[src/rtl/round_sequencer.sv]
// Reaction-game round controller. Owns the shared timer: arms it with the
// response window at the latched difficulty, waits for a hit or a timeout,
// records the outcome, then runs an easy-rate gap before the next round.
module round_sequencer #(
  parameter int          NUM_ROUNDS = 8,
  parameter logic [11:0] ROUND_MS   = 12'd1000,
  parameter logic [11:0] GAP_MS     = 12'd500
) (
  input  logic        clk,
  input  logic        reset,
  input  logic        start,
  input  logic [1:0]  difficulty_sel,
  input  logic        hit,
  input  logic [11:0] timer_value,
  input  logic        timer_end_reached,
  output logic        timer_reset,
  output logic        timer_enable,
  output logic [1:0]  timer_difficulty,
  output logic [11:0] timer_end_value,
  output logic        round_active,
  output logic [3:0]  round_num,
  output logic [7:0]  score,
  output logic [7:0]  misses,
  output logic [11:0] last_reaction,
  output logic        game_over
);

  typedef enum logic [2:0] {IDLE, ARM, RUN, GAP_ARM, GAP, DONE} state_t;

  localparam logic [3:0] LAST_ROUND = 4'(NUM_ROUNDS);

  state_t      state, state_nx;
  logic [1:0]  diff_q;
  logic        first_q;     // first cycle of RUN/GAP: timer end flag may be stale
  logic [3:0]  round_inc;
  logic        timeout;

  assign round_inc = round_num + 4'd1;
  assign timeout   = timer_end_reached && !first_q;

  // State register
  always_ff @(posedge clk) begin
    if (reset) state <= IDLE;
    else       state <= state_nx;
  end

  // Next-state and timer control decode
  always_comb begin
    state_nx         = state;
    timer_reset      = 1'b0;
    timer_enable     = 1'b0;
    timer_difficulty = 2'd0;
    timer_end_value  = 12'd0;
    case (state)
      IDLE: begin
        timer_reset = 1'b1;
        if (start) state_nx = ARM;
      end
      ARM: begin
        timer_reset      = 1'b1;
        timer_enable     = 1'b1;
        timer_end_value  = ROUND_MS;
        timer_difficulty = diff_q;
        state_nx         = RUN;
      end
      RUN: begin
        timer_enable     = 1'b1;
        timer_end_value  = ROUND_MS;
        timer_difficulty = diff_q;
        if (hit || timeout) state_nx = GAP_ARM;
      end
      GAP_ARM: begin
        timer_reset     = 1'b1;
        timer_enable    = 1'b1;
        timer_end_value = GAP_MS;
        state_nx        = (round_inc == LAST_ROUND) ? DONE : GAP;
      end
      GAP: begin
        timer_enable    = 1'b1;
        timer_end_value = GAP_MS;
        if (timeout) state_nx = ARM;
      end
      DONE: begin
        timer_reset = 1'b1;
        if (start) state_nx = ARM;
      end
      default: state_nx = IDLE;
    endcase
    // Reset overrides everything so the timer is held cleared immediately.
    if (reset) begin
      timer_reset      = 1'b1;
      timer_enable     = 1'b0;
      timer_difficulty = 2'd0;
      timer_end_value  = 12'd0;
    end
  end

  // Registered status, counters and latched difficulty
  always_ff @(posedge clk) begin
    if (reset) begin
      diff_q        <= 2'd0;
      first_q       <= 1'b0;
      round_active  <= 1'b0;
      game_over     <= 1'b0;
      round_num     <= 4'd0;
      score         <= 8'd0;
      misses        <= 8'd0;
      last_reaction <= 12'd0;
    end else begin
      first_q      <= (state == ARM) || (state == GAP_ARM);
      round_active <= (state_nx == RUN);
      game_over    <= (state_nx == DONE);
      case (state)
        IDLE, DONE: begin
          if (start) begin
            diff_q        <= (difficulty_sel == 2'd3) ? 2'd2 : difficulty_sel;
            round_num     <= 4'd0;
            score         <= 8'd0;
            misses        <= 8'd0;
            last_reaction <= 12'd0;
          end
        end
        RUN: begin
          // A hit in the same cycle as the end flag counts as a hit only.
          if (hit) begin
            if (score != 8'hFF) score <= score + 8'd1;
            last_reaction <= timer_value;
          end else if (timeout) begin
            if (misses != 8'hFF) misses <= misses + 8'd1;
          end
        end
        GAP_ARM: begin
          if (round_num != LAST_ROUND) round_num <= round_inc;
        end
        default: ;
      endcase
    end
  end

endmodule

[config.mk]
export PLATFORM = sky130hd
export DESIGN_NAME = round_sequencer
export DESIGN_NICKNAME = d
export VERILOG_FILES = /design/src/rtl/round_sequencer.sv
export SDC_FILE = /design/constraint.sdc
export NUM_CORES = 1
export LEC_CHECK = 0
export CORE_MARGIN = 2
export CORE_UTILIZATION = 49
export DETAILED_ROUTE_END_ITERATION = 8
export PLACE_DENSITY = 0.9
export SLEW_MARGIN = 20
export SYNTH_ARGS = -nofsm -noshare
export SYNTH_HDL_FRONTEND = slang
export SYNTH_SLANG_ARGS = --single-unit
[constraint.sdc]
create_clock -name clk -period 4.83 [get_ports clk]
set_clock_uncertainty 0.1 [all_clocks]
set_input_delay 0.483 -clock clk [delete_from_list [all_inputs] [get_ports clk]]
set_output_delay 0.483 -clock clk [all_outputs]
set_load 0.03 [all_outputs]
## After elaboration in Yosys (flattened, before gate mapping)

Index checks and enable logic that the tools add are counted.

| cells by class | value |
|---|---|
| order comparisons | 0 |
| multipliers | 0 |
| shifts and indexed selects | 0 |
| reductions and logical operators | 17 |
| mux-type cells | 28 |
| equal/unequal tests | 19 |
| div/mod/pow operators | 0 |
| bitwise gates (word level) | 0 |
| $add $sub $neg | 3 |

Operators with widths:

| operator | count |
|---|---|
| 2-to-1 mux 8 bit | 6 |
| 2-to-1 mux 12 bit | 3 |
| one-hot mux 8 bit (2 select lines) | 2 |
| one-hot mux 12 bit (2 select lines) | 1 |
| one-hot mux 10 bit (2 select lines) | 1 |
| adder 8 x 1 -> 8 bit, second input constant | 2 |
| inequality test 8 bit, second input constant | 2 |
| one-hot mux 3 bit (5 select lines) | 1 |
| inequality test 2 bit, second input constant | 5 |
| equality test 3 x 2 -> 1 bit, second input constant | 3 |
| equality test 3 bit, second input constant | 3 |
| 2-to-1 mux 3 bit | 3 |
| 2-to-1 mux 4 bit | 2 |
| one-hot mux 4 bit (2 select lines) | 1 |
| OR reduction 4 bit | 2 |
| 2-to-1 mux 2 bit | 3 |
| AND reduction 3 bit | 2 |
| OR reduction 2 bit | 3 |
| 2-to-1 mux 1 bit | 5 |
| AND reduction 5 bit | 1 |
| adder 4 x 1 -> 4 bit, second input constant | 1 |
| equality test 4 bit, second input constant | 1 |
| inequality test 2 x 1 -> 1 bit, second input constant | 2 |
| inequality test 4 bit, second input constant | 1 |
| 9 further kinds | 11 |

| word-level totals | value |
|---|---|
| memory bits (read-only) | 0 |
| output and inout bits | 50 |
| bits in writable memories | 0 |
| flip-flop bits (word level) | 40 |
| memories | 0 |
| bits of input ports | 19 |
| word-level logic and storage cells | 76 |
| bits in latches | 0 |

## Logic depth before layout (Yosys ltp)

Gate-level depths: netlist (run 1).

| logic depth | value |
|---|---|
| word-level depth | 6 |
| gate-level depth with buffers | 8 |
| depth with buffers taken out | 6 |

## Worst setup path after synthesis (run 1)

Ideal clock, no wire load.

| path | value |
|---|---|
| path type | in2out |
| start | in reset |
| end | out timer_difficulty[0] |
| slack | 2.363 ns |
| data arrival time | 1.884 ns |
| path buffers | 1 |
| required time | 4.247 ns |
| cell stages on the path | 3 |
| cells stage by stage | buf_4 > nor3_1 > and2_1 |

| between the ends | value |
|---|---|
| word-level cells in the longest chain between the ends | 1 |

RTL lines:

| what | RTL line | source |
|---|---|---|
| from (decl) | 10 | `input logic reset,` |
| 2-to-1 mux 2 bit | 90 | `if (reset) begin` |
| to (decl) | 18 | `output logic [1:0] timer_difficulty,` |

Every way passes these cells.

## Worst setup path in the final report (run 1)

| path | value |
|---|---|
| start | in reset |
| end | out timer_difficulty[1] |

The elaborated chain is that of the path after synthesis.

==> reports/results.md, run 1 <==
| Stage | Quantity | This run |
|---|---|---|
| critical path | Reg-to-reg critical path endpoint | score[3] |
| timing | Slew margin rel. | 29.33% |
| drt | Via density per instance | 5.549 |
| finish | Fraction of final layout cells with drive strength greater than 1 | 5.034% |
| hold path | Depth of the worst hold-timing path | 2 |
| logic synthesis | EDFF count, synth | 0 |
| timing | Final worst-path cycle share | 63.43% |
| drt | Remaining number of nets flagged by the antenna check after routing | 0 |
| grt | Number of global-route vias before repair | 1703 |
| critical path | Crit start category | input port |
| power and ir drop | Combinational Power Share | 30.3% |
| floorplanning | Effective utilization at floorplan | 50.66% |
| cts | Cell chosen for the clock root | sky130_fd_sc_hd__clkbuf_8 |
| critical path | R2r worst-path depth | 5 |
| placed design | IO Port Bufs | 64 |
| finish | Antenna cell count | 0 |
| timing | RSZ-0062 raised after global routing | false |
| hold path | End point of the most critical hold path | last_reaction[4] |
| finish | Layout area overhead | 33.64% |
| floorplanning | Die extent in y | 68.08 um |
| drt | Vias | 1931 |
| power and ir drop | Total Power Consumption | 0.0008508 W |
| drt | Average detailed-routed wire length per instance | 14.09 um |
| timing | Sum Neg Setup Slack | 0 ns |
| power and ir drop | Clock share of power | 27.1% |
| cts | Clock latency at the later pin of the worst-skew pair | 0.29 ns |
| critical path | Setup CP Type | input port to output port |
| logic synthesis | Yosys warns | 0 |
| finish | Cell area after layout | 2689 um2 |
| timing | Final number of hold-violating endpoints | 0 |
| finish | Final net count | 320 |
| floorplanning | Overall die width | 68.08 um |
| logic synthesis | Count leader, synth | sky130_fd_sc_hd__dfxtp_1 |
| critical path | Arrival time worst endpoint | 2.48 ns |
| floorplanning | IO Count | 69 |
| timing | Endpoints failing setup | 0 |
| power and ir drop | Sequential fraction of design power | 42.6% |
| critical path | Required time of the critical path | 4.25 ns |
| logic synthesis | Post-synthesis sequential area ratio | 39.80% |
| finish | Flip-flop and latch area | 800.8 um2 |
| cts | Clock Path Buffers | 2 |
| logic synthesis | Synthesis-stage register bit count | 40 |
| drt | Remaining routing DRC violations | 0 |
| cts | CTS Hold Bufs | 0 |
| logic synthesis | Most numerous cell types in the synthesized netlist | 40 x sky130_fd_sc_hd__dfxtp_1, 32 x sky130_fd_sc_hd__a21oi_1, 29 x sky130_fd_sc_hd__nand2_1, 21 x sky130_fd_sc_hd__nand3_1, 11 x sky130_fd_sc_hd__buf_4 |
| cts | CTS Buf Count | 5 |
| power and ir drop | Sw frac | 34.63% |
| placed design | Final weighted congestion in routability-driven placement | 0.8143 |
| hold path | Class of the tightest hold or removal check | register to register |
| cts | CTS tree | done |
| power and ir drop | P_leak | 0.8657 nW |
| finish | Area used by multi-input combinational logic | 1057 um2 |
| logic synthesis | Count of mapped cells out of synthesis | 243 |
| cts | Clock transition at the register clock pins on the worst setup and hold paths after CTS | 0.07 ns |
| timing | Max Slew Vio Count | 0 |
| critical path | Register-to-register path setup slack | 2.09 ns |
| logic synthesis | Proportion of netlist area held by the largest area contributor | 39.80% |
| floorplanning | Site Rows | 23 |
| finish | Final-layout fill cell count | 341 |
| logic synthesis | Distinct cell type count after synthesis | 47 |
| cts | H-tree level count | 2 |
| grt | Aggregate global routing overflow | 0 |
| outcome | Run status | complete, no violations |
| logic synthesis | Post-Syn Area | 2012 um2 |
| grt | Initial antenna violation count | 0 |
| critical path | Startpoint of the lowest-slack register-to-register path | state[1] |
| logic synthesis | Most common flop cell mapped by yosys | sky130_fd_sc_hd__dfxtp_1 |
| timing | Worst Max-Slew Pin Slew | 1.055 ns |
| power and ir drop | Power per standard cell area | 316.4 nW/um2 |
| timing | Tmin final | 3.064 ns |
| drt | Number of detailed-routing iterations run before antenna repair | 4 |
| logic synthesis | Leading post-synthesis cells by cell area | sky130_fd_sc_hd__dfxtp_1 40%, sky130_fd_sc_hd__a21oi_1 8.0%, sky130_fd_sc_hd__nand2_1 5.4% |
| critical path | Worst-path fanout max | 37 |
| power and ir drop | Net switching power | 0.0002946 W |
| cts | Post-CTS sizing | 0 |
| drt | Aggregate routed wire length | 4.902 mm |
| cts | Clk sinks | 40 |
| drt | Iteration-0 DRC count of the detailed router | 161 |
| power and ir drop | Internal power consumption | 0.0005562 W |
| cts | Post-CTS Setup Bufs | 0 |
| placed design | Post-detailed-placement cell area | 2599 um2 |
| grt | Maximum number of pins on one net before global-route repair | 38 |
| power and ir drop | Largest voltage drop on the vdd net | 0.0002256 V |
| job | Count of maximum capacitance violations | 0 |
| grt | First-pass GRT wire length | 7.693 mm |
| hold path | Hold path startpoint | last_reaction[4] |
| timing | Achievable clock frequency | 0.3264 GHz |
| logic synthesis | FFs w/ async S/R, synth | 0% |
| logic synthesis | Library cell with the largest summed area after synthesis | sky130_fd_sc_hd__dfxtp_1 |
| grt | Total Routing Usage GR | 21.83% |
| floorplanning | Core Box Area | 3971 um2 |
| logic synthesis | Synth Area per Inst | 8.280 um2 |
| placed design | Half-perimeter wire length after detailed placement | 3.507 mm |
| floorplanning | Die Outline Area | 4634 um2 |
| critical path | Critical path endpoint category | output port |
-- power by group through the flow --
stage / registers (W) / logic [W] / clock network (W)
6_report: 0.000362 / 0.000258 / 0.000230
3_3_place_gp: 0.000369 / 0.000251 / 0
2_1_floorplan: 0.000376 / 0.000182 / 0
3_5_place_dp: 0.000370 / 0.000257 / 0
4_1_cts: 0.000363 / 0.000258 / 0.000233
5_1_grt: 0.000366 / 0.000276 / 0.000248
-- final cells by class --
type | instances | area share, %
timing repair buffer | 66 | 24.38
inverter | 6 | 0.8376
clock buffer | 8 | 3.350
tap | 50 | 2.327
sequential | 40 | 29.78
multi-input combinational | 178 | 39.32
-- per-layer routing --
layer,global-route usage [%],up-vias,part of all wire (%)
li1,-,974,-
met1,28.59,899,43
met2,35.56,53,51
met3,5.263,5,4.6
met4,6.500,0,0.94
met5,0,-,0
-- worst max-delay path, stage by stage --
cell and delay [ns]:
sky130_fd_sc_hd__clkdlybuf4s50_1 0.40, sky130_fd_sc_hd__buf_4 0.25, sky130_fd_sc_hd__nor3_1 0.47, sky130_fd_sc_hd__and2_1 0.19, sky130_fd_sc_hd__clkdlybuf4s50_1 0.68
-- registers in the layout, summed over array words and instances (netlist names) --
signal         cells
misses             8
score              8
diff_q             2
last_reaction     12
first_q            1
round_active       1
round_num          4
game_over          1
state              3
-- worst max path at each step --
| stage | start | slack [ns] | end |
|---|---|---|---|
| final | reset | 1.77 | timer_difficulty[1] |
| after global routing | reset | 1.65 | timer_difficulty[1] |
| after CTS | reset | 1.74 | timer_difficulty[1] |
| after detailed placement | reset | 1.74 | timer_difficulty[1] |
| after global placement | reset | 1.76 | timer_difficulty[1] |
| after floorplan | reset | 2.36 | timer_difficulty[0] |
-- through the flow --
step	util, %	hold WS [ns]	setup WS, ns	instances
after global routing	67.71	0.3820	1.653	348
after floorplan	-	0.3273	2.363	246
after detailed placement	65.44	0.3424	1.744	340
final	67.71	0.3535	1.766	348
after CTS	67.71	0.3522	1.737	348
after global placement	65.44	0.3380	1.763	340
-- layout by cell type (no fill, tap or decap), types with 2 or more instances in the layout --
master	count
sky130_fd_sc_hd__nand4b_1	2
sky130_fd_sc_hd__and3_1	2
sky130_fd_sc_hd__o31ai_1	3
sky130_fd_sc_hd__or3_1	4
sky130_fd_sc_hd__buf_4	2
sky130_fd_sc_hd__nand3b_1	4
sky130_fd_sc_hd__nand4_1	3
sky130_fd_sc_hd__clkbuf_8	6
sky130_fd_sc_hd__inv_1	6
sky130_fd_sc_hd__nand2_1	29
sky130_fd_sc_hd__nor2_1	7
sky130_fd_sc_hd__clkbuf_1	2
sky130_fd_sc_hd__xnor2_1	2
sky130_fd_sc_hd__nand2b_1	4
sky130_fd_sc_hd__and2_1	3
sky130_fd_sc_hd__ha_1	4
sky130_fd_sc_hd__a22oi_1	2
sky130_fd_sc_hd__mux2i_1	2
sky130_fd_sc_hd__dfxtp_1	40
sky130_fd_sc_hd__conb_1	4
sky130_fd_sc_hd__a31oi_1	10
sky130_fd_sc_hd__clkdlybuf4s50_1	64
sky130_fd_sc_hd__nand3_1	21
sky130_fd_sc_hd__nor3_1	5
sky130_fd_sc_hd__nor2b_1	3
sky130_fd_sc_hd__o21ai_0	8
sky130_fd_sc_hd__o211ai_1	2
sky130_fd_sc_hd__or4_1	4
sky130_fd_sc_hd__a21oi_1	32
-- cells by family (layout without fill, tap and decap cells) --
kind of cell	after synthesis	count (layout)	synth area share (%)
AND/OR/NAND/NOR	99	99	27.55
flip-flops	40	40	39.80
buffers and inverters	28	80	8.209
other	1	4	0.1864
XOR/XNOR	3	3	1.306
adder cells (fa/ha/maj)	5	5	2.985
AO/OA/AOI/OAI	65	65	18.97
multiplexers	2	2	0.9951
Note: power is estimated with default switching activity, not from simulation.
==> run 2, diff against run 1 <==
- CORE_UTILIZATION: 49 -> 41
- PLACE_DENSITY: 0.9 -> 0.8
- clock period: 4.83 -> 2.7 ns (I/O delays scaled with it)
==> run 2 against run 1 <==
  * Sequential share of layout area shrank 0.46 points
  * Non-clock buffer count grew 2
  * Register-to-register slack lost 1.7 ns
  * Flip-flop and latch count is the same
  * Final cell count grew 5.5%
==> reports/results.md, run 2 (synthesis gave the netlist of run 1 again) <==
| Stage | Quantity | This run |
|---|---|---|
| finish | Antenna cell count | 0 |
| floorplanning | Overall die width | 74.05 um |
| timing | Max Slew Vio Count | 0 |
| power and ir drop | Largest voltage drop on the vdd net | 0.0003505 V |
| timing | RSZ-0062 raised after global routing | false |
| grt | Aggregate global routing overflow | 0 |
| cts | Clock Path Buffers | 2 |
| cts | Post-CTS sizing | 0 |
| floorplanning | IO Count | 69 |
| drt | Average detailed-routed wire length per instance | 13.36 um |
| finish | Area used by multi-input combinational logic | 1057 um2 |
| placed design | Half-perimeter wire length after detailed placement | 3.443 mm |
| placed design | Pre-CTS setup slack | 0.4851 ns |
| critical path | Arrival time worst endpoint | 2.34 ns |
| finish | Final net count | 322 |
| outcome | Run status | complete, no violations |
| floorplanning | Die extent in y | 74.05 um |
| floorplanning | Effective utilization at floorplan | 42.60% |
| finish | Reg with most FFs | last_reaction |
| hold path | Class of the tightest hold or removal check | register to register |
| finish | Most frequent cells in the layout | 52 x sky130_fd_sc_hd__clkdlybuf4s50_1, 40 x sky130_fd_sc_hd__dfxtp_1, 32 x sky130_fd_sc_hd__a21oi_1, 29 x sky130_fd_sc_hd__nand2_1, 21 x sky130_fd_sc_hd__nand3_1 |
| finish | Fraction of final layout cells with drive strength greater than 1 | 10.33% |
| critical path | Crit start category | register |
| drt | Iteration-0 DRC count of the detailed router | 118 |
| finish | Number of flip-flops under the largest register name | 12 |
| grt | First-pass GRT wire length | 8.010 mm |
| cts | H-tree level count | 2 |
| placed design | Post-detailed-placement cell area | 2605 um2 |
| cts | CTS Buf Count | 5 |
| critical path | Required time of the critical path | 2.78 ns |
| power and ir drop | P_leak | 0.9148 nW |
| timing | Final critical-path setup slack | 0.4341 ns |
| grt | Initial antenna violation count | 0 |
| drt | Via density per instance | 5.360 |
| critical path | Setup CP Type | register to register |
| timing | Slew margin rel. | 47.63% |
| finish | Final-layout fill cell count | 435 |
| grt | Met3 track demand over resource | 5.014% |
| finish | Non-filler cells in the finished layout | 367 |
| critical path | Critical Path, Cell by Cell | or3b_1, o311ai_0, or4_1, a21oi_1 |
| finish | Registers with the highest flip-flop counts | last_reaction: 12 flops, misses: 8 flops, score: 8 flops |
| timing | Endpoints failing setup | 0 |
| timing | Tmin final | 2.266 ns |
| cts | Clock latency at the later pin of the worst-skew pair | 0.29 ns |
| cts | CTS tree | done |
| power and ir drop | Power per standard cell area | 599.6 nW/um2 |
| cts | Clk sinks | 40 |
| finish | Layout area overhead | 35.76% |
| grt | GR Layer Usage met1 | 25.54% |
| drt | Remaining routing DRC violations | 0 |
| critical path | Worst-path fanout max | 9 |
| grt | Most crowded layer after global routing | met2 |
| finish | Most common cell after layout, fill and taps aside | sky130_fd_sc_hd__clkdlybuf4s50_1 |
| finish | Cell area after layout | 2731 um2 |
| grt | Number of global-route vias before repair | 1822 |
| drt | Aggregate routed wire length | 4.904 mm |
| cts | CTS Hold Bufs | 0 |
| critical path | Slowest CP cell | sky130_fd_sc_hd__o311ai_0 |
| floorplanning | Die Outline Area | 5483 um2 |
| critical path | Max incr delay on CP | 0.75 ns |
| drt | Vias | 1967 |
| placed design | Number of cells after detailed placement | 359 |
| placed design | IO Port Bufs | 64 |
| grt | Maximum number of pins on one net before global-route repair | 37 |
| cts | Clock transition at the register clock pins on the worst setup and hold paths after CTS | 0.08 ns |
| timing | Final worst-path cycle share | 83.92% |
| finish | Flip-flop and latch area | 800.8 um2 |
| cts | Cell chosen for the clock root | sky130_fd_sc_hd__clkbuf_8 |
| floorplanning | Core Box Area | 4723 um2 |
| floorplanning | Site Rows | 25 |
| job | Count of maximum capacitance violations | 0 |
| timing | Sum Neg Setup Slack | 0 ns |
| timing | Final number of hold-violating endpoints | 0 |
| drt | Remaining number of nets flagged by the antenna check after routing | 0 |
| grt | Met2 usage in global routing | 28.87% |
| grt | Total Routing Usage GR | 18.46% |
| timing | Worst Max-Slew Pin Slew | 0.7758 ns |
| drt | Number of detailed-routing iterations run before antenna repair | 4 |
| cts | Post-CTS Setup Bufs | 0 |
| placed design | Final weighted congestion in routability-driven placement | 0.8370 |
| critical path | Critical path endpoint category | register |
| timing | Achievable clock frequency | 0.4413 GHz |
-- run 2: report_power, final --
| group | switching [W] | internal, W | total (W) | leakage (nW) |
|---|---|---|---|---|
| clock network | 0.000208 | 0.000326 | 0.000534 | 0.0645 |
| registers | 0.0000298 | 0.000618 | 0.000647 | 0.323 |
| logic | 0.000292 | 0.000164 | 0.000456 | 0.527 |
-- run 2: final timing paths --
| path | start | end | slack (ns) | cells past startpoint |
|---|---|---|---|---|
| max | state[1] | score[4] | 0.43 | 4 |
| min | last_reaction[4] | last_reaction[4] | 0.35 | 2 |
| max reg2reg | state[1] | score[4] | 0.43 | 4 |
| min reg2reg | last_reaction[4] | last_reaction[4] | 0.35 | 2 |
-- run 2: per-layer routing --
metal	vias to the layer above	share of wire (%)	wire length [um]
met4	0	0.47	23
met1	915	46	2241
met3	2	6.1	301
met5	-	0	0
met2	66	48	2338
li1	984	-	-
-- run 2: worst max-delay path: cells and delay by family (launching register included) --
kind / cells / cell delay (ns)
simple gates: 2 / 0.75
compound gates: 2 / 0.81
flops: 1 / 0.49
-- run 2: stage by stage --
step	hold slack [ns]	power [W]	util (%)
4_1_cts	0.3569	0.001649	57.83
3_3_place_gp	0.3423	0.001112	55.15
6_report	0.3539	0.001638	57.83
2_1_floorplan	0.3175	0.0009988	-
3_5_place_dp	0.3460	0.001117	55.15
5_1_grt	0.3824	0.001718	57.83
-- run 2: final cells by class --
class	instances	share of cell area [%]
clock inverters	1	1.099
clock buffers	7	3.527
inverters	6	0.8246
well taps	67	3.069
multi-input cells	178	38.71
flip-flops and latches	40	29.32
repair buffers	68	23.45
==> run 3, diff against run 2 <==
- clock period: 2.7 -> 1.91 ns (I/O delays scaled with it)
==> run 3 against run 2 <==
  * Worst hold slack improved by 0.00055 ns
  * Final cell count increased by 4.9%
  * Critical path depth increased by 1
  * Critical path type is now register to output port
  * Wire length increased by 2.6%
  * Utilization is 3.7 points higher
  * Power up 39%
  * Register-to-register slack lost 0.35 ns
  * Highest routed layer unchanged
  * Sequential share of layout area shrank 1.7 points
  * Via count grew 2.4%
==> reports/results.md, run 3 (synthesis gave the netlist of run 1 again) <==
| Stage | Quantity | This run |
|---|---|---|
| drt | Vias | 2015 |
| cts | Clock latency at the later pin of the worst-skew pair | 0.28 ns |
| floorplanning | Effective utilization at floorplan | 42.60% |
| critical path | Critical Path, Cell by Cell | buf_4, nor2b_2, nand2_1, a21oi_2, buf_4 |
| critical path | Slowest CP cell | sky130_fd_sc_hd__dfxtp_2 |
| placed design | Half-perimeter wire length after detailed placement | 3.595 mm |
| cts | CTS Hold Bufs | 0 |
| cts | Clock Path Buffers | 2 |
| critical path | Register-to-register path setup slack | 0.09 ns |
| placed design | Pre-CTS setup slack | -0.09525 ns |
| floorplanning | Overall die width | 74.05 um |
| placed design | Post-detailed-placement cell area | 2754 um2 |
| cts | Clk sinks | 40 |
| power and ir drop | P_leak | 1.017 nW |
| timing | Achievable clock frequency | 0.5482 GHz |
| power and ir drop | Largest voltage drop on the vdd net | 0.0005281 V |
| floorplanning | Site Rows | 25 |
| drt | Number of detailed-routing iterations run before antenna repair | 4 |
| floorplanning | Die Outline Area | 5483 um2 |
| cts | Cell chosen for the clock root | sky130_fd_sc_hd__clkbuf_8 |
| grt | Initial antenna violation count | 0 |
| finish | Antenna cell count | 0 |
| outcome | Run status | complete, no violations |
| hold path | Hold path startpoint | last_reaction[4] |
| timing | RSZ-0062 raised after global routing | true |
| cts | Clock transition at the register clock pins on the worst setup and hold paths after CTS | 0.08 ns |
| critical path | Setup CP Type | register to output port |
| critical path | Cell mode on critical path | sky130_fd_sc_hd__buf_4 |
| finish | Reg with most FFs | last_reaction |
| drt | Average detailed-routed wire length per instance | 13.07 um |
| finish | Final net count | 340 |
| floorplanning | IO Count | 69 |
| floorplanning | Core Box Area | 4723 um2 |
| hold path | Depth of the worst hold-timing path | 2 |
| cts | CTS Buf Count | 5 |
| finish | Most frequent cells in the layout | 52 x sky130_fd_sc_hd__clkdlybuf4s50_1, 38 x sky130_fd_sc_hd__dfxtp_1, 31 x sky130_fd_sc_hd__buf_4, 30 x sky130_fd_sc_hd__a21oi_1, 29 x sky130_fd_sc_hd__nand2_1 |
| hold path | Class of the tightest hold or removal check | register to register |
| finish | Fraction of final layout cells with drive strength greater than 1 | 18.55% |
| grt | Total Routing Usage GR | 18.57% |
| critical path | Arrival time worst endpoint | 1.53 ns |
| grt | Aggregate global routing overflow | 0 |
| cts | H-tree level count | 2 |
| timing | Tmin final | 1.824 ns |
| placed design | Number of cells after detailed placement | 376 |
| drt | Aggregate routed wire length | 5.032 mm |
| critical path | Crit start category | register |
| drt | Via density per instance | 5.234 |
| power and ir drop | Power per standard cell area | 784.3 nW/um2 |
| timing | Final number of hold-violating endpoints | 0 |
| floorplanning | Die extent in y | 74.05 um |
| drt | Remaining routing DRC violations | 0 |
| finish | Utilization after layout | 61.54% |
| critical path | R2r worst-path depth | 6 |
| critical path | Startpoint of the lowest-slack register-to-register path | state[1] |
| timing | Max Slew Vio Count | 0 |
| cts | CTS tree | done |
| finish | Registers with the highest flip-flop counts | last_reaction: 12 flops, misses: 8 flops, score: 8 flops |
| timing | Endpoints failing setup | 0 |
| critical path | Reg-to-reg critical path endpoint | misses[4] |
| job | Count of maximum capacitance violations | 0 |
| critical path | Critical path endpoint category | output port |
| placed design | Final weighted congestion in routability-driven placement | 0.8280 |
| critical path | Worst-path fanout max | 8 |
| finish | Layout area overhead | 44.47% |
| grt | First-pass GRT wire length | 8.142 mm |
| placed design | IO Port Bufs | 64 |
| finish | Number of flip-flops under the largest register name | 12 |
| grt | Number of global-route vias before repair | 1790 |
| drt | Remaining number of nets flagged by the antenna check after routing | 0 |
| critical path | Max incr delay on CP | 0.38 ns |
| finish | Most common cell after layout, fill and taps aside | sky130_fd_sc_hd__clkdlybuf4s50_1 |
| timing | Sum Neg Setup Slack | 0 ns |
| drt | Iteration-0 DRC count of the detailed router | 156 |
| finish | Non-filler cells in the finished layout | 385 |
| timing | Final critical-path setup slack | 0.08591 ns |
| critical path | Required time of the critical path | 1.62 ns |
| hold path | End point of the most critical hold path | last_reaction[4] |
| grt | Maximum number of pins on one net before global-route repair | 26 |
| timing | Final worst-path cycle share | 95.50% |
| finish | Cell area after layout | 2907 um2 |
==> run 3: report_power, final <==
part | total (W) | switching (W) | internal (W) | leakage (nW)
Sequential | 0.000901 | 0.0000270 | 0.000874 | 0.324
Combinational | 0.000800 | 0.000468 | 0.000332 | 0.642
Clock | 0.000578 | 0.000290 | 0.000288 | 0.0510
Total | 0.00228 | 0.000785 | 0.00149 | 1.02
==> run 3: worst max-delay path by stage <==
stage,endpoint,cells past startpoint,start
CTS,misses[4],6,state[1]
finish,timer_end_value[2],5,state[2]
global route,timer_end_value[8],5,state[2]
detailed placement,score[3],6,start
floorplan,timer_end_value[4],5,state[2]
global placement,score[6],6,start
==> run 3: area by class of cell <==
| class | instances | area [um2] |
|---|---|---|
| Multi-Input combinational cell | 178 | 1109 |
| Sequential cell | 40 | 803.3 |
| Timing Repair Buffer | 86 | 795.8 |
| Tap cell | 67 | 83.83 |
| Fill cell | 414 | 1817 |
| Clock buffer | 6 | 82.58 |
| Clock inverter | 2 | 10.01 |
| Inverter | 6 | 22.52 |
==> run 3: metrics by stage <==
step                      hold slack (ns)  power, W
after CTS                          0.3569  0.002257
final                              0.3545  0.002280
after global routing               0.3777  0.002396
after global placement             0.3377  0.001668
after detailed placement           0.3457  0.001678
after floorplan                    0.2385  0.001422
==> run 3: timing repair <==
item                                   CTS  global route
setup buffers                            1             0
pin swaps                                1             1
endpoints found under the hold margin    0             0
gates resized for setup                  1            12
setup endpoints to repair                5            28
==> run 3: routing by layer <==
metal  vias to the layer above  track usage [%]  share of wire, %
li1                       1012                -                 -
met1                       936            25.69                46
met2                        63            30.06                49
met3                         4            3.659               4.6
met4                         0            4.242              0.46
met5                         -                0                 0
==> run 3: worst max-delay path: cells and delay by family (launching register included) <==
kind / cells / cell delay [ns]
AND/OR/NAND/NOR: 2 / 0.33
AO/OA/AOI/OAI: 1 / 0.19
flip-flops: 1 / 0.38
buffers and inverters: 2 / 0.35
